[config.mk]
export PLATFORM = sky130hd
export DESIGN_NAME = shim_trigger_log_reader
export DESIGN_NICKNAME = d
export VERILOG_FILES = /design/src/rtl/shim_trigger_log_reader.sv
export SDC_FILE = /design/constraint.sdc
export NUM_CORES = 1
export LEC_CHECK = 0
export BUFFER_PORTS_ARGS = -buffer_cell sky130_fd_sc_hd__buf_2
export CORE_AREA = 8 8 145 202
export DETAILED_ROUTE_END_ITERATION = 7
export DIE_AREA = 0 0 153 210
export GPL_ROUTABILITY_DRIVEN = 0
export PLACE_DENSITY = 0.78
export SYNTH_ARGS = -nofsm -noshare
export SYNTH_HDL_FRONTEND = slang
export SYNTH_SLANG_ARGS = --single-unit
[constraint.sdc]
create_clock -name clk -period 6.13 [get_ports clk]
set_input_delay 0.613 -clock clk [delete_from_list [all_inputs] [get_ports clk]]
set_output_delay 0.613 -clock clk [all_outputs]
set_load 0.02 [all_outputs]
[src/rtl/shim_trigger_log_reader.sv]
// Pops two-word trigger timestamps from an FWFT FIFO, rebuilds the 64-bit value and
// streams either the raw timestamp or a saturated inter-trigger interval.
module shim_trigger_log_reader #(
  parameter int DELTA_WIDTH = 32,
  parameter int COUNT_WIDTH = 32
) (
  input  logic                   clk,
  input  logic                   reset,
  output logic                   data_word_rd_en,
  input  logic [31:0]            data_word,
  input  logic                   data_buf_empty,
  input  logic                   mode_delta,
  input  logic                   hist_clear,
  output logic [31:0]            m_tdata,
  output logic                   m_tvalid,
  input  logic                   m_tready,
  output logic                   m_tlast,
  output logic [COUNT_WIDTH-1:0] trig_count,
  output logic                   delta_saturated,
  output logic                   non_monotonic
);

  typedef enum logic [2:0] {
    S_IDLE, S_RD_LO, S_RD_HI, S_CALC, S_OUT_A, S_OUT_B
  } state_t;

  localparam logic [63:0] DELTA_MAX = 64'({DELTA_WIDTH{1'b1}});

  state_t      state;
  logic        mode_r;
  logic        have_prev;
  logic        clear_pending;
  logic [63:0] prev_ts;
  logic [31:0] lo;
  logic [31:0] hi;

  logic [63:0]            ts;
  logic [63:0]            raw_delta;
  logic                   backwards;
  logic                   overflow;
  logic [DELTA_WIDTH-1:0] delta_word;

  function automatic logic [DELTA_WIDTH-1:0] sat_delta(input logic [63:0] d);
    if (d > DELTA_MAX) sat_delta = {DELTA_WIDTH{1'b1}};
    else               sat_delta = d[DELTA_WIDTH-1:0];
  endfunction

  function automatic logic [COUNT_WIDTH-1:0] sat_inc(input logic [COUNT_WIDTH-1:0] c);
    if (&c) sat_inc = c;
    else    sat_inc = c + 1'b1;
  endfunction

  // Reset gating keeps a mid-record reset from popping a word it would then discard.
  assign data_word_rd_en = !reset && !data_buf_empty &&
                           ((state == S_RD_LO) || (state == S_RD_HI));

  always_comb begin
    ts        = {hi, lo};
    raw_delta = 64'd0;
    backwards = 1'b0;
    if (!have_prev) begin
      raw_delta = ts;
    end else if (ts < prev_ts) begin
      backwards = 1'b1;
    end else begin
      raw_delta = ts - prev_ts;
    end
    overflow   = raw_delta > DELTA_MAX;
    delta_word = sat_delta(raw_delta);
  end

  always_ff @(posedge clk) begin
    if (reset) begin
      state           <= S_IDLE;
      mode_r          <= 1'b0;
      m_tvalid        <= 1'b0;
      m_tdata         <= 32'd0;
      m_tlast         <= 1'b0;
      trig_count      <= '0;
      delta_saturated <= 1'b0;
      non_monotonic   <= 1'b0;
      have_prev       <= 1'b0;
      prev_ts         <= 64'd0;
      clear_pending   <= 1'b0;
    end else begin
      if (hist_clear && state != S_IDLE) clear_pending <= 1'b1;
      case (state)
        S_IDLE: begin
          if (clear_pending || hist_clear) begin
            have_prev     <= 1'b0;
            prev_ts       <= 64'd0;
            trig_count    <= '0;
            clear_pending <= 1'b0;
          end else if (!data_buf_empty) begin
            mode_r <= mode_delta;
            state  <= S_RD_LO;
          end
        end
        S_RD_LO: begin
          if (!data_buf_empty) begin
            lo    <= data_word;
            state <= S_RD_HI;
          end
        end
        S_RD_HI: begin
          if (!data_buf_empty) begin
            hi    <= data_word;
            state <= S_CALC;
          end
        end
        S_CALC: begin
          if (backwards) non_monotonic   <= 1'b1;
          if (overflow)  delta_saturated <= 1'b1;
          prev_ts    <= ts;
          have_prev  <= 1'b1;
          trig_count <= sat_inc(trig_count);
          m_tdata    <= mode_r ? 32'(delta_word) : lo;
          m_tlast    <= mode_r;
          m_tvalid   <= 1'b1;
          state      <= S_OUT_A;
        end
        S_OUT_A: begin
          if (m_tready) begin
            if (mode_r) begin
              m_tvalid <= 1'b0;
              m_tlast  <= 1'b0;
              state    <= S_IDLE;
            end else begin
              m_tdata <= hi;
              m_tlast <= 1'b1;
              state   <= S_OUT_B;
            end
          end
        end
        S_OUT_B: begin
          if (m_tready) begin
            m_tvalid <= 1'b0;
            m_tlast  <= 1'b0;
            state    <= S_IDLE;
          end
        end
        default: state <= S_IDLE;
      endcase
    end
  end

endmodule

After elaboration in Yosys (flattened, before gate mapping)
Index checks and enable logic that the tools add are counted.
- bits in registers: 202
- latch bits: 0
- bits in writable memories: 0
- memory bits (read-only): 0
- bits of input ports: 38
- memories kept: 0
- $add $sub $neg: 2
- multipliers: 0
- divide/modulo/power cells: 0
- magnitude comparators: 2
- eq/ne operators: 15
- shift-type cells: 0
- muxes and demuxes: 34
- bitwise logic cells: 3
- reduce and logical (&&, ||, !) cells: 24
- operators with widths (operator ; number):
    $mux W32 ; 6
    $mux W64 ; 3
    $pmux W32 S2 ; 2
    $pmux W64 S2 ; 1
    $gt A64 B32 Y1 const B ; 1
    $lt A64 B64 Y1 ; 1
    $sub A64 B64 Y64 ; 1
    $add A32 B1 Y32 const B ; 1
    $reduce_and A32 Y1 ; 1
    $mux W3 ; 7
    $ne A2 B2 Y1 const B ; 10
    $pmux W3 S6 ; 1
    $reduce_and A3 Y1 ; 6
    $mux W1 ; 11
    $eq A3 B2 Y1 const B ; 2
    $eq A3 B3 Y1 const B ; 2
    $pmux W1 S3 ; 2
    $reduce_and A2 Y1 ; 3
    $reduce_and A6 Y1 ; 1
    $reduce_bool A3 Y1 ; 2
    $reduce_and A4 Y1 ; 1
    $reduce_bool A2 Y1 ; 2
    $eq A3 B1 Y1 const B ; 1
    $logic_and A1 B1 Y1 ; 3
    5 further kinds ; 9

Logic depth before layout (Yosys ltp)
Gate-level depths: netlist of the first run.
- word-level depth: 7
- depth in mapped cells: 16

Worst setup path before layout of the first run
Ideal clock, no wire load.
- path kind: input -> output
- start point: in reset
- end point: out data_word_rd_en
- arrival: 4.786 ns
- data required time: 5.517 ns
- setup slack: 0.731 ns
- stages: 3
- path through: clkbuf_1 -> nor4b_1 -> or2_2
- cells in the longest elaborated chain, start to end: 3
- ends and longest elaborated chain (what ; RTL line ; text):
    from (decl) ; 8 ; input logic reset,
    $logic_not A1 Y1 ; 54 ; assign data_word_rd_en = !reset && !data_buf_empty &&
    $logic_and A1 B1 Y1 (2 in series) ; 54 ;
    to (decl) ; 9 ; output logic data_word_rd_en,
Every way passes these cells.

Final worst setup path of the first run
- start point: reg lo[0]
- end point: reg m_tdata[7]
- cells in the longest elaborated chain, start to end: 7
- elaborated cells between the ends (all ways): 8
- those cells by class: 1 x add/sub; 2 x order compare; 5 x mux
- ends and longest elaborated chain (what ; RTL line ; text):
    from (decl) ; 34 ; logic [31:0] lo;
    from (signal assigned) ; 101 ; lo <= data_word;
    $sub A64 B64 Y64 / $lt A64 B64 Y1 (equally long branches) ; 66, 63 ;
    $mux W64 ; 63 ; end else if (ts < prev_ts) begin
    $mux W64 (*) ; 61 ; if (!have_prev) begin
    $gt A64 B32 Y1 ; 44 ; if (d > DELTA_MAX) sat_delta = {DELTA_WIDTH{1'b1}};
    $mux W32 (*) ; 44 ;
    $mux W32 (*) ; 117 ; m_tdata <= mode_r ? 32'(delta_word) : lo;
    $pmux W32 S2 (*) ; 87 ; case (state)
    to (signal assigned) ; 117 ;
    to (signal assigned) ; 129 ; m_tdata <= hi;
    to (decl) ; 14 ; output logic [31:0] m_tdata,
Mark *: on every way between the ends. The rest lies on a longest branch, timed or not.
A chain may end at the register's enable or synchronous reset.

==> results by group, run 1 <==
Status
  – Status: complete, no violations

Power
  – PD cells: 226 nW/um^2
  – Total power: roughly 3.2 mW
  – Max IR drop VDD: 245 uV
  – Leakage: 5.13 nW

Logic synthesis
  – Top-count cell post-synth: a21oi_1
  – Main synth FF type: dfxtp_1
  – Synth cell count leaders: a21oi_1 (207), nand2_1 (187), dfxtp_1 (138), nor2_1 (125), nand3_1 (90)
  – Mean post-synth cell area: 8.00 sq um
  – Area share of the largest cell type after synthesis: roughly a fifth
  – Synth cell types: 80
  – Synth Register Bits: 202
  – Syn nets: 1718
  – Synth Warn #: 0
  – Synthesized instance count: 1614
  – Cell taking the most area after synthesis: dfxtp_1
  – Seq/Total Area, Yosys: about 36%
  – Share of synthesized registers carrying an async set or reset: 0%
  – Largest cells by area after synthesis: dfxtp_1 (21%), edfxtp_1 (15%), a21oi_1 (8.0%), ha_1 (6.3%), nand2_1 (5.4%)
  – Post-synth EDFFs: 64
  – Synthesized cell area: 12900 sq um

Place
  – Port Buffers: 106
  – Placed cell area: 13500 sq um
  – DP HPWL: 32200 microns
  – Dpl cells: 1945
  – Place WS: ~1.6 ns

Routing
  – DRT iter0 DRCs: about 1600
  – Vias: about 13000
  – Via density: 6.62
  – # DRC: 0
  – Pre-antenna DRT Iters: 7
  – DRT antenna net count: 0
  – DR WL/cell: 22.9 microns
  – Final WL: 45400 microns

Clocking
  – CTS Sinks: 202
  – Root buf cell: clkbuf_16
  – Clock buffer depth: 3
  – Clk_lat worst skew: 0.53 ns
  – Post-cts sizing count: 0
  – Post-CTS Hold Buffers: 0
  – H-tree lvl count: 1
  – Number of CTS-inserted buffers: 21
  – Postcts setup bufs: 0
  – CTS tree: built
  – Clk slew on worst S/H paths: 0.07 ns

Run
  – Total of max-cap violations: 0

Worst hold path
  – Hold Crit Depth: 1
  – Hold path startpoint: data_word[25]
  – HP Class: primary input to flip-flop
  – Hold Path End: hi[25]$_DFFE_PP_

GRT
  – GRT overflow: 0
  – All-Layer GR Usage: 27.7%
  – Largest net degree at the start of global routing: 87
  – First-pass GRT wire length: about 71000 microns
  – Number of global-route vias before repair: 12766
  – Initial antenna violation count: 1

Die
  – Die ar.: 32100 sq um
  – Die Ht: 210 microns
  – Core Area: 26400 sq um
  – Starting Density: between 40% and 50%
  – Die Width: 153 microns
  – Rows: 71
  – Total I/O pin count: approximately 110

Timing
  – Final hold vios: 0
  – Worst setup margin: 1.32 ns
  – Max Slew Vio Count: 0
  – Highest Clock Rate: slightly above 0.2 GHz
  – Worst-Margin Slew: 1.28 ns
  – Slew HR: 14.4%
  – Worst hold slack: 0.275 ns
  – Period utilisation layout: about 80%
  – Setup violators final: 0
  – RSZ-0062 raised after global routing: no
  – Setup_tns: 0 ns
  – Clock period minus worst slack: roughly 4.8 ns
  – Final Skew: 0.0265 ns

Final layout
  – Area Overhead vs Synth: 10.6%
  – Post-Layout Cell Count: 1984
  – Nets: 1744
  – Final Core Density: 54.2%
  – # fillers: 2316
  – Post-route cell area: around 14000 sq um
  – Share of cells above drive strength 1: 12.2%

Critical path
  – Critical path endpoint category: flip-flop
  – Crit Path Category: flip-flop to flip-flop
  – R2r endpoint: m_tdata[7]$_SDFFE_PP0P_
  – Worst R2R Start: lo[0]$_DFFE_PP_
  – Worst r2r path cells: 17
  – Startpoint types: flip-flop
  – Worst-path fanout max: 14
  – R2R Setup Slk: 1.32 ns
  – CP arrival: 5.24 ns
  – Worst path required time: between 6 and 7 ns
==> worst max path at each step <==
stage,from,to,depth (start not counted)
after CTS,lo[0]$_DFFE_PP_,m_tdata[7]$_SDFFE_PP0P_,17
final,lo[0]$_DFFE_PP_,m_tdata[7]$_SDFFE_PP0P_,17
after global placement,lo[0]$_DFFE_PP_,m_tdata[8]$_SDFFE_PP0P_,15
after global routing,lo[0]$_DFFE_PP_,m_tdata[7]$_SDFFE_PP0P_,17
after floorplan,reset,data_word_rd_en,3
after detailed placement,lo[0]$_DFFE_PP_,m_tdata[6]$_SDFFE_PP0P_,15
==> routing by layer <==
metal / part of all wire [%] / global-route usage [%] / up-vias
li1: - / - / 5926
met1: 36 / 31.8 / 6151
met2: 48 / 46.7 / 836
met3: 9.2 / 5.02 / 230
met4: 7.3 / 19.2 / 0
met5: 0 / 0 / -
==> flip-flops by register name, summed over array words and instances, names as in the netlist <==
signal,flops
delta_saturated,1
trig_count,32
m_tlast,1
prev_ts,64
state,3
have_prev,1
mode_r,1
m_tdata,32
lo,32
non_monotonic,1
clear_pending,1
m_tvalid,1
hi,32
==> layout by cell type (no fill, tap or decap), drive strengths merged, types with 7 or more instances in the layout <==
cell / n
ha: 65
nand4: 55
a311oi: 12
clkbuf: 29
nand2: 188
a221oi: 23
o21a: 9
edfxtp: 64
o21bai: 9
o21ai: 74
o22ai: 7
o211ai: 13
a31oi: 16
nand3: 90
and3: 25
a211oi: 16
or2: 10
nor2: 125
xnor2: 28
inv: 84
nor3: 36
dfxtp: 138
or3: 14
nand2b: 8
and4: 8
nor2b: 10
a21o: 23
buf: 115
a21oi: 213
xor2: 45
and2: 8
nor4: 16
o31ai: 7
==> cells by family (layout without fill, tap and decap cells) <==
group           Yosys count  in the layout  share of synthesized area, %
simple gates            604            604                          22.6
compound gates          469            469                          23.2
flops                   202            202                          36.3
buf+inv                 193            234                          6.02
xor+xnor                 73             73                          4.95
fa+ha+maj                66             66                          6.45
mux                       7              7                         0.552
other cells               0              1                             0
==> cell type report <==
class | count | area (sq um) | share of cell area [%]
inverter | 81 | 304 | 2.13
multi-input combinational | 1219 | 7510 | 52.5
timing repair buffer | 115 | 601 | 4.20
clock inverter | 9 | 143 | 0.998
antenna | 1 | 2.50 | 0.0175
tap | 328 | 410 | 2.87
clock buffer | 29 | 638 | 4.47
sequential | 202 | 4680 | 32.8
==> where the power goes <==
group	total, mW	switching [mW]	internal, mW
logic	0.355	0.251	0.103
clock network	1.43	0.569	0.865
registers	1.44	0.0297	1.41
==> critical path, stage by stage, from the launching register on <==
cell	delay, ns
edfxtp_1	0.40
inv_1	0.06
ha_1	0.21
fa_1	0.41
nor2b_1	0.26
o21ai_1	0.14
a2111oi_0	0.81
o31ai_2	0.24
a31o_2	0.30
a31oi_1	0.22
a311o_1	0.21
buf_4	0.22
nor2b_1	0.31
buf_4	0.30
a221oi_1	0.11
o21ai_0	0.16
o21ai_0	0.13
o22ai_1	0.20
(Power assumes the default switching activity.)
==> run 2, diff against run 1 <==
==> constraint.sdc (replaced) <==
create_clock -name clk -period 5 [get_ports clk]
set_input_delay 0.5 -clock clk [delete_from_list [all_inputs] [get_ports clk]]
set_output_delay 0.5 -clock clk [all_outputs]
set_load 0.02 [all_outputs]
==> run 2 against run 1 <==
Compared with the run above: the run now ends with design-rule violations left; clock power increased by 14%; cell area about the same; final cell count up 0.25%; clock-buffer cell count shrank 2; flip-flop and latch count is the same; sequential power rose by 22%; worst hold slack got worse by 0.11 ns; via count fell by 0.23%; core utilization is 0.052 points lower; critical endpoint is now m_tdata[6]$_SDFFE_PP0P_; largest cell class unchanged; largest power group unchanged.
==> results by group, run 2 (synthesized netlist as in run 1, its figures left out) <==
Status
  – Status: finished with violations
  – Failing checks: design-rule violations

GRT
  – First-pass GRT wire length: 71600 microns
  – Largest net degree at the start of global routing: 93
  – GRT overflow: 0
  – All-Layer GR Usage: 28.4%
  – Initial antenna violation count: 0
  – Number of global-route vias before repair: 12866

Die
  – Die Ht: 210 microns
  – Die ar.: 32100 sq um
  – Starting Density: 49.0%
  – Die Width: 153 microns
  – Rows: 71
  – Total I/O pin count: between 100 and 150
  – Core Area: 26400 sq um

Clocking
  – Number of CTS-inserted buffers: 21
  – CTS Sinks: 202
  – Clk_lat worst skew: 0.52 ns
  – Root buf cell: clkbuf_16
  – H-tree lvl count: 1
  – Clk slew on worst S/H paths: 0.06 ns
  – Clock buffer depth: 3
  – Post-CTS Hold Buffers: 0
  – CTS tree: built

Timing
  – Final hold vios: 0
  – Clock period minus worst slack: 4.76 ns
  – Slew HR: 10.7%
  – Worst setup margin: 0.241 ns
  – Setup violators final: 0
  – Final Skew: 0.0167 ns
  – Setup_tns: 0 ns
  – RSZ-0062 raised after global routing: no
  – Worst-Margin Slew: 1.34 ns
  – Max Slew Vio Count: 0
  – Worst hold slack: 0.164 ns
  – Highest Clock Rate: 0.210 GHz
  – Period utilisation layout: 95.2%

Run
  – Total of max-cap violations: 0

Critical path
  – CP peak stage delay: 0.78 ns
  – Worst r2r path cells: 15
  – Startpoint types: flip-flop
  – Slowest cell on the critical path: a2111oi_0
  – Worst path required time: ~5.3 ns
  – Worst-path fanout max: 24
  – Crit Path Category: flip-flop to flip-flop
  – Critical path endpoint category: flip-flop
  – CP Cell Sequence: inv_1, ha_1, fa_1, nor2b_1, o21ai_1, a2111oi_0, o31ai_2, a31oi_1, a21oi_1, xnor2_1, o2111ai_1, nor4_1, nand4_2, nand2_4, a221oi_1
  – CP arrival: 5.09 ns

Routing
  – Via density: 6.59
  – Pre-antenna DRT Iters: 8
  – Vias: roughly 13000
  – DRT iter0 DRCs: about 1600
  – Final WL: 46000 microns
  – # DRC: 1
  – DRT antenna net count: 0
  – DR WL/cell: 23.1 microns

Place
  – DP HPWL: between 30000 and 40000 microns
  – Placed cell area: around 14000 sq um
  – Port Buffers: 106
  – Dpl cells: 1951
  – Place WS: 0.432 ns

Final layout
  – Post-Layout Cell Count: 1989
  – Area Overhead vs Synth: 10.5%
  – Reg with most FFs: prev_ts
  – Most common cell after layout, fill and taps aside: a21oi_1
  – Nets: 1750
  – Antenna fix cells: 0
  – Most frequent cells in the layout: a21oi_1 (205), nand2_1 (187), dfxtp_1 (138), nor2_1 (124), buf_2 (105)
  – Final Core Density: 54.1%
  – Post-route cell area: around 14000 sq um
  – Share of cells above drive strength 1: between 10% and 20%
  – Max reg flops: 64

Power
  – Sw Pwr: 1.04 mW
  – PD cells: 269 nW/um^2
  – Net switching fraction of the power: roughly 27%
  – Max IR drop VDD: 351 uV
  – Leakage: approximately 5.1 nW
  – Sequential power share: a little under half
  – Internal: 2.79 mW
  – Gate power share: a little under an eighth
  – Total power: 3.84 mW
  – Clock share of power: 42.6%

Worst hold path
  – Hold Crit Depth: 1
  – HP Class: primary input to flip-flop
## run 2: changes by cell type in the layout (fill, tap and decap cells not counted), moves of 2 or more
cell and delta:
a21oi_1 -2, a21oi_2 +2, buf_4 +6, clkbuf_16 -2, clkinv_2 +3, inv_6 +2
inv_8 -2, nor4_2 -2
## run 2: timing repair
| action | CTS | global route |
|---|---|---|
| setup buffers | 0 | 0 |
| setup endpoints to repair | 0 | 31 |
| resized for setup | 0 | 4 |
## run 2: worst paths after layout
| kind | from | to | slack (ns) |
|---|---|---|---|
| max reg2reg | lo[0]$_DFFE_PP_ | m_tdata[6]$_SDFFE_PP0P_ | 0.24 |
| max | lo[0]$_DFFE_PP_ | m_tdata[6]$_SDFFE_PP0P_ | 0.24 |
| min | data_word[7] | lo[7]$_DFFE_PP_ | 0.16 |
| min reg2reg | prev_ts[12]$_SDFFE_PP0P_ | prev_ts[12]$_SDFFE_PP0P_ | 0.47 |
## run 2: power by group through the flow
stage | Sequential (mW) | Combinational, mW | Clock [mW]
global route | 1.76 | 0.477 | 1.71
floorplan | 1.79 | 0.281 | 0
detailed placement | 1.79 | 0.422 | 0
global placement | 1.79 | 0.415 | 0
finish | 1.76 | 0.446 | 1.63
CTS | 1.76 | 0.424 | 1.64
## run 2: layout make-up
cell class              count  area, sq um
clock buffers              27          588
clock inverters            11          118
fillers                  2343        12100
inverters                  81          304
multi-input cells        1219         7530
flip-flops and latches    202         4680
well taps                 328          410
repair buffers            121          646
## run 2: worst max-delay path: cells and delay by family, from the launching register on
| kind | cells | cell delay [ns] |
|---|---|---|
| buffers and inverters | 1 | 0.06 |
| xor gates and xnor gates | 1 | 0.22 |
| AOI/OAI and AO/OA | 7 | 1.90 |
| adders and majority gates | 2 | 0.61 |
| DFF | 1 | 0.39 |
| and+or+nand+nor | 4 | 1.36 |
## run 2: metal layers
layer	GRT usage, %	vias to the layer above	share of wire (%)
li1	-	5929	-
met4	19.6	0	7.7
met5	0	-	0
met2	46.4	911	46
met1	32.4	6016	35
met3	6.97	257	10
==> run 3, diff against run 2 <==
--- a/config.mk
+++ b/config.mk
@@ -5,12 +5,13 @@
 export SDC_FILE = /design/constraint.sdc
 export NUM_CORES = 1
 export LEC_CHECK = 0
+export ABC_AREA = 1
 export BUFFER_PORTS_ARGS = -buffer_cell sky130_fd_sc_hd__buf_2
-export CORE_AREA = 8 8 145 202
+export CORE_AREA = 8 8 161 224
 export DETAILED_ROUTE_END_ITERATION = 7
-export DIE_AREA = 0 0 153 210
+export DIE_AREA = 0 0 169 232
 export GPL_ROUTABILITY_DRIVEN = 0
-export PLACE_DENSITY = 0.78
+export PLACE_DENSITY = 0.77
 export SYNTH_ARGS = -nofsm -noshare
 export SYNTH_HDL_FRONTEND = slang
 export SYNTH_SLANG_ARGS = --single-unit
==> run 3 against run 2 <==
Compared with the run above: the run now ends clean; combinational power rose to 4.5 times the previous value; non-clock buffer count grew 1; fmax increased by 13%; register-to-register slack better by 0.54 ns; first-iteration DRC count is 1.4% lower; critical path depth rose by 7; die area rose by 22%; final cell count is 59% higher; synthesized cell count rose by 63%; highest routed layer is now met5; largest power group is now combinational logic.
==> results by group, run 3 <==
GRT
  – First-pass GRT wire length: about 85000 microns
  – GRT overflow: 0
  – Initial antenna violation count: 1
  – All-Layer GR Usage: 27.3%
  – Largest net degree at the start of global routing: between 70 and 80
  – Number of global-route vias before repair: 16291

Clocking
  – CTS tree: built
  – Post-cts sizing count: 0
  – Post-CTS Hold Buffers: 0
  – Postcts setup bufs: 0
  – Clk slew on worst S/H paths: 0.06 ns
  – CTS Sinks: between 200 and 250
  – Clock buffer depth: 3
  – Number of CTS-inserted buffers: 21
  – Clk_lat worst skew: 0.54 ns
  – H-tree lvl count: 1
  – Root buf cell: clkbuf_16

Logic synthesis
  – Mean post-synth cell area: 6.12 sq um
  – Synth cell types: 48
  – Synthesized cell area: roughly 16000 sq um
  – Largest cells by area after synthesis: nand2_1 (22%), dfxtp_1 (17%), edfxtp_1 (12%), inv_1 (11%), a21oi_1 (5.7%)
  – Synthesized instance count: 2630
  – Top-count cell post-synth: nand2_1
  – Synth Warn #: 0
  – Synth cell count leaders: nand2_1 (928), inv_1 (491), nor2_1 (195), a21oi_1 (185), nand3_1 (146)
  – Seq/Total Area, Yosys: 29.1%
  – Area share of the largest cell type after synthesis: 21.6%
  – Synth Register Bits: 202
  – Post-synth EDFFs: 64
  – Syn nets: 2734
  – Share of synthesized registers carrying an async set or reset: 0%
  – Main synth FF type: dfxtp_1
  – Cell taking the most area after synthesis: nand2_1

Critical path
  – Crit Path Category: flip-flop to flip-flop
  – Worst-path fanout max: 33
  – CP peak stage delay: 0.57 ns
  – Critical path's top delay family: simple AND/OR/NAND/NOR gates
  – Worst path required time: ~5.4 ns
  – CP Cell Sequence: ha_1, nand2_1, inv_1, nand2_1, nor3_1, nand2_1, nor2_1, nand2_1, nand2_1, nand2_1, nand3_2, nor2_1, nor2_1, nand2_1, nor2_2, nand2_2, nor2_8, nand3_2, nand2_1, nand2_1, nand2_1, a21oi_1
  – CP arrival: approximately 4.6 ns
  – Startpoint types: flip-flop
  – Slowest cell on the critical path: nor2_8
  – Critical path endpoint category: flip-flop
  – Crit path buffers/inverters: 1
  – Most used cell, CP: nand2_1

Final layout
  – Share of cells above drive strength 1: 9.56%
  – Antenna fix cells: 0
  – Most frequent cells in the layout: nand2_1 (927), inv_1 (490), nor2_1 (193), a21oi_1 (185), nand3_1 (146)
  – Reg with most FFs: prev_ts
  – Area Overhead vs Synth: 8.73%
  – Max reg flops: 64
  – Most common cell after layout, fill and taps aside: nand2_1
  – Nets: 2797
  – # fillers: 3297
  – Post-route cell area: 17500 sq um

Routing
  – Final WL: 55000 microns
  – DRT iter0 DRCs: 1618
  – Via density: between 5 and 6
  – DRT antenna net count: 0
  – Vias: 17251
  – # DRC: 0
  – DR WL/cell: 17.4 microns
  – Pre-antenna DRT Iters: 7

Timing
  – Highest Clock Rate: between 0.2 and 0.25 GHz
  – Final hold vios: 0
  – Setup_tns: 0 ns
  – Max Slew Vio Count: 0
  – Final Skew: around 0.014 ns
  – Period utilisation layout: 84.3%
  – Worst setup margin: 0.784 ns
  – RSZ-0062 raised after global routing: no
  – Worst-Margin Slew: about 1.2 ns
  – Clock period minus worst slack: between 4 and 5 ns
  – Setup violators final: 0
  – Slew HR: about 18%

Worst hold path
  – HP Class: primary input to flip-flop

Die
  – Die Width: 169 microns
  – Rows: 79
  – Starting Density: just under 50%
  – Die Ht: 232 microns
  – Core Area: 32800 sq um
  – Total I/O pin count: 107
  – Die ar.: 39200 sq um

Place
  – Port Buffers: ~110
  – Place WS: 1.08 ns
  – DP HPWL: 41200 microns
  – Placed cell area: approximately 17000 sq um

Power
  – Leakage: approximately 8.6 nW
  – Max IR drop VDD: 229 uV
  – PD cells: approximately 320 nW/um^2

Status
  – Status: complete, no violations

Run
  – Total of max-cap violations: 0
[run 3: power breakdown]
part	total [mW]	internal [mW]	switching [mW]
clock network	1.66	0.954	0.703
logic	2.02	0.578	1.44
registers	1.96	1.83	0.132
[run 3: final timing paths]
path,start,to,slack (ns),depth (start not counted)
setup / recovery,hi[22]$_DFFE_PP_,m_tdata[17]$_SDFFE_PP0P_,0.78,22
hold / removal,data_word[28],hi[28]$_DFFE_PP_,0.16,1
setup reg to reg,hi[22]$_DFFE_PP_,m_tdata[17]$_SDFFE_PP0P_,0.78,22
hold reg to reg,m_tdata[16]$_SDFFE_PP0P_,m_tdata[16]$_SDFFE_PP0P_,0.46,2
[run 3: final cells by class]
cell class	count	area, sq um	area share [%]
Multi-Input combinational cell	1849	9010	51.5
Sequential cell	202	4690	26.8
Inverter	497	1870	10.7
Timing Repair Buffer	122	666	3.80
Clock buffer	30	643	3.67
Tap cell	445	557	3.18
Clock inverter	8	80.1	0.457
[run 3: cell families (layout without fill, tap and decap cells)]
kind of cell	count (synthesis)	in the layout	share of synthesized area, %
compound gates	315	315	10.8
flops	202	202	29.1
simple gates	1432	1432	37.8
buf+inv	579	657	15.2
xor+xnor	36	36	1.96
fa+ha+maj	66	66	5.17
[run 3: metrics by stage]
stage	hold WS [ns]	cells	utilization (%)	total power, mW
floorplan	0.457	2630	-	3.37
global placement	0.452	3115	51.2	3.91
detailed placement	0.457	3115	51.2	3.93
CTS	0.150	3153	53.4	5.58
global route	0.160	3153	53.4	5.91
finish	0.160	3153	53.4	5.63
[run 3: routing by layer]
| layer | GRT usage [%] | share of wire [%] | vias up |
|---|---|---|---|
| met5 | 0 | 0.018 | - |
| met4 | 20.2 | 7.7 | 2 |
| met3 | 3.33 | 8.2 | 262 |
| met2 | 48.4 | 48 | 887 |
| met1 | 29.6 | 36 | 7799 |
| li1 | - | - | 8301 |
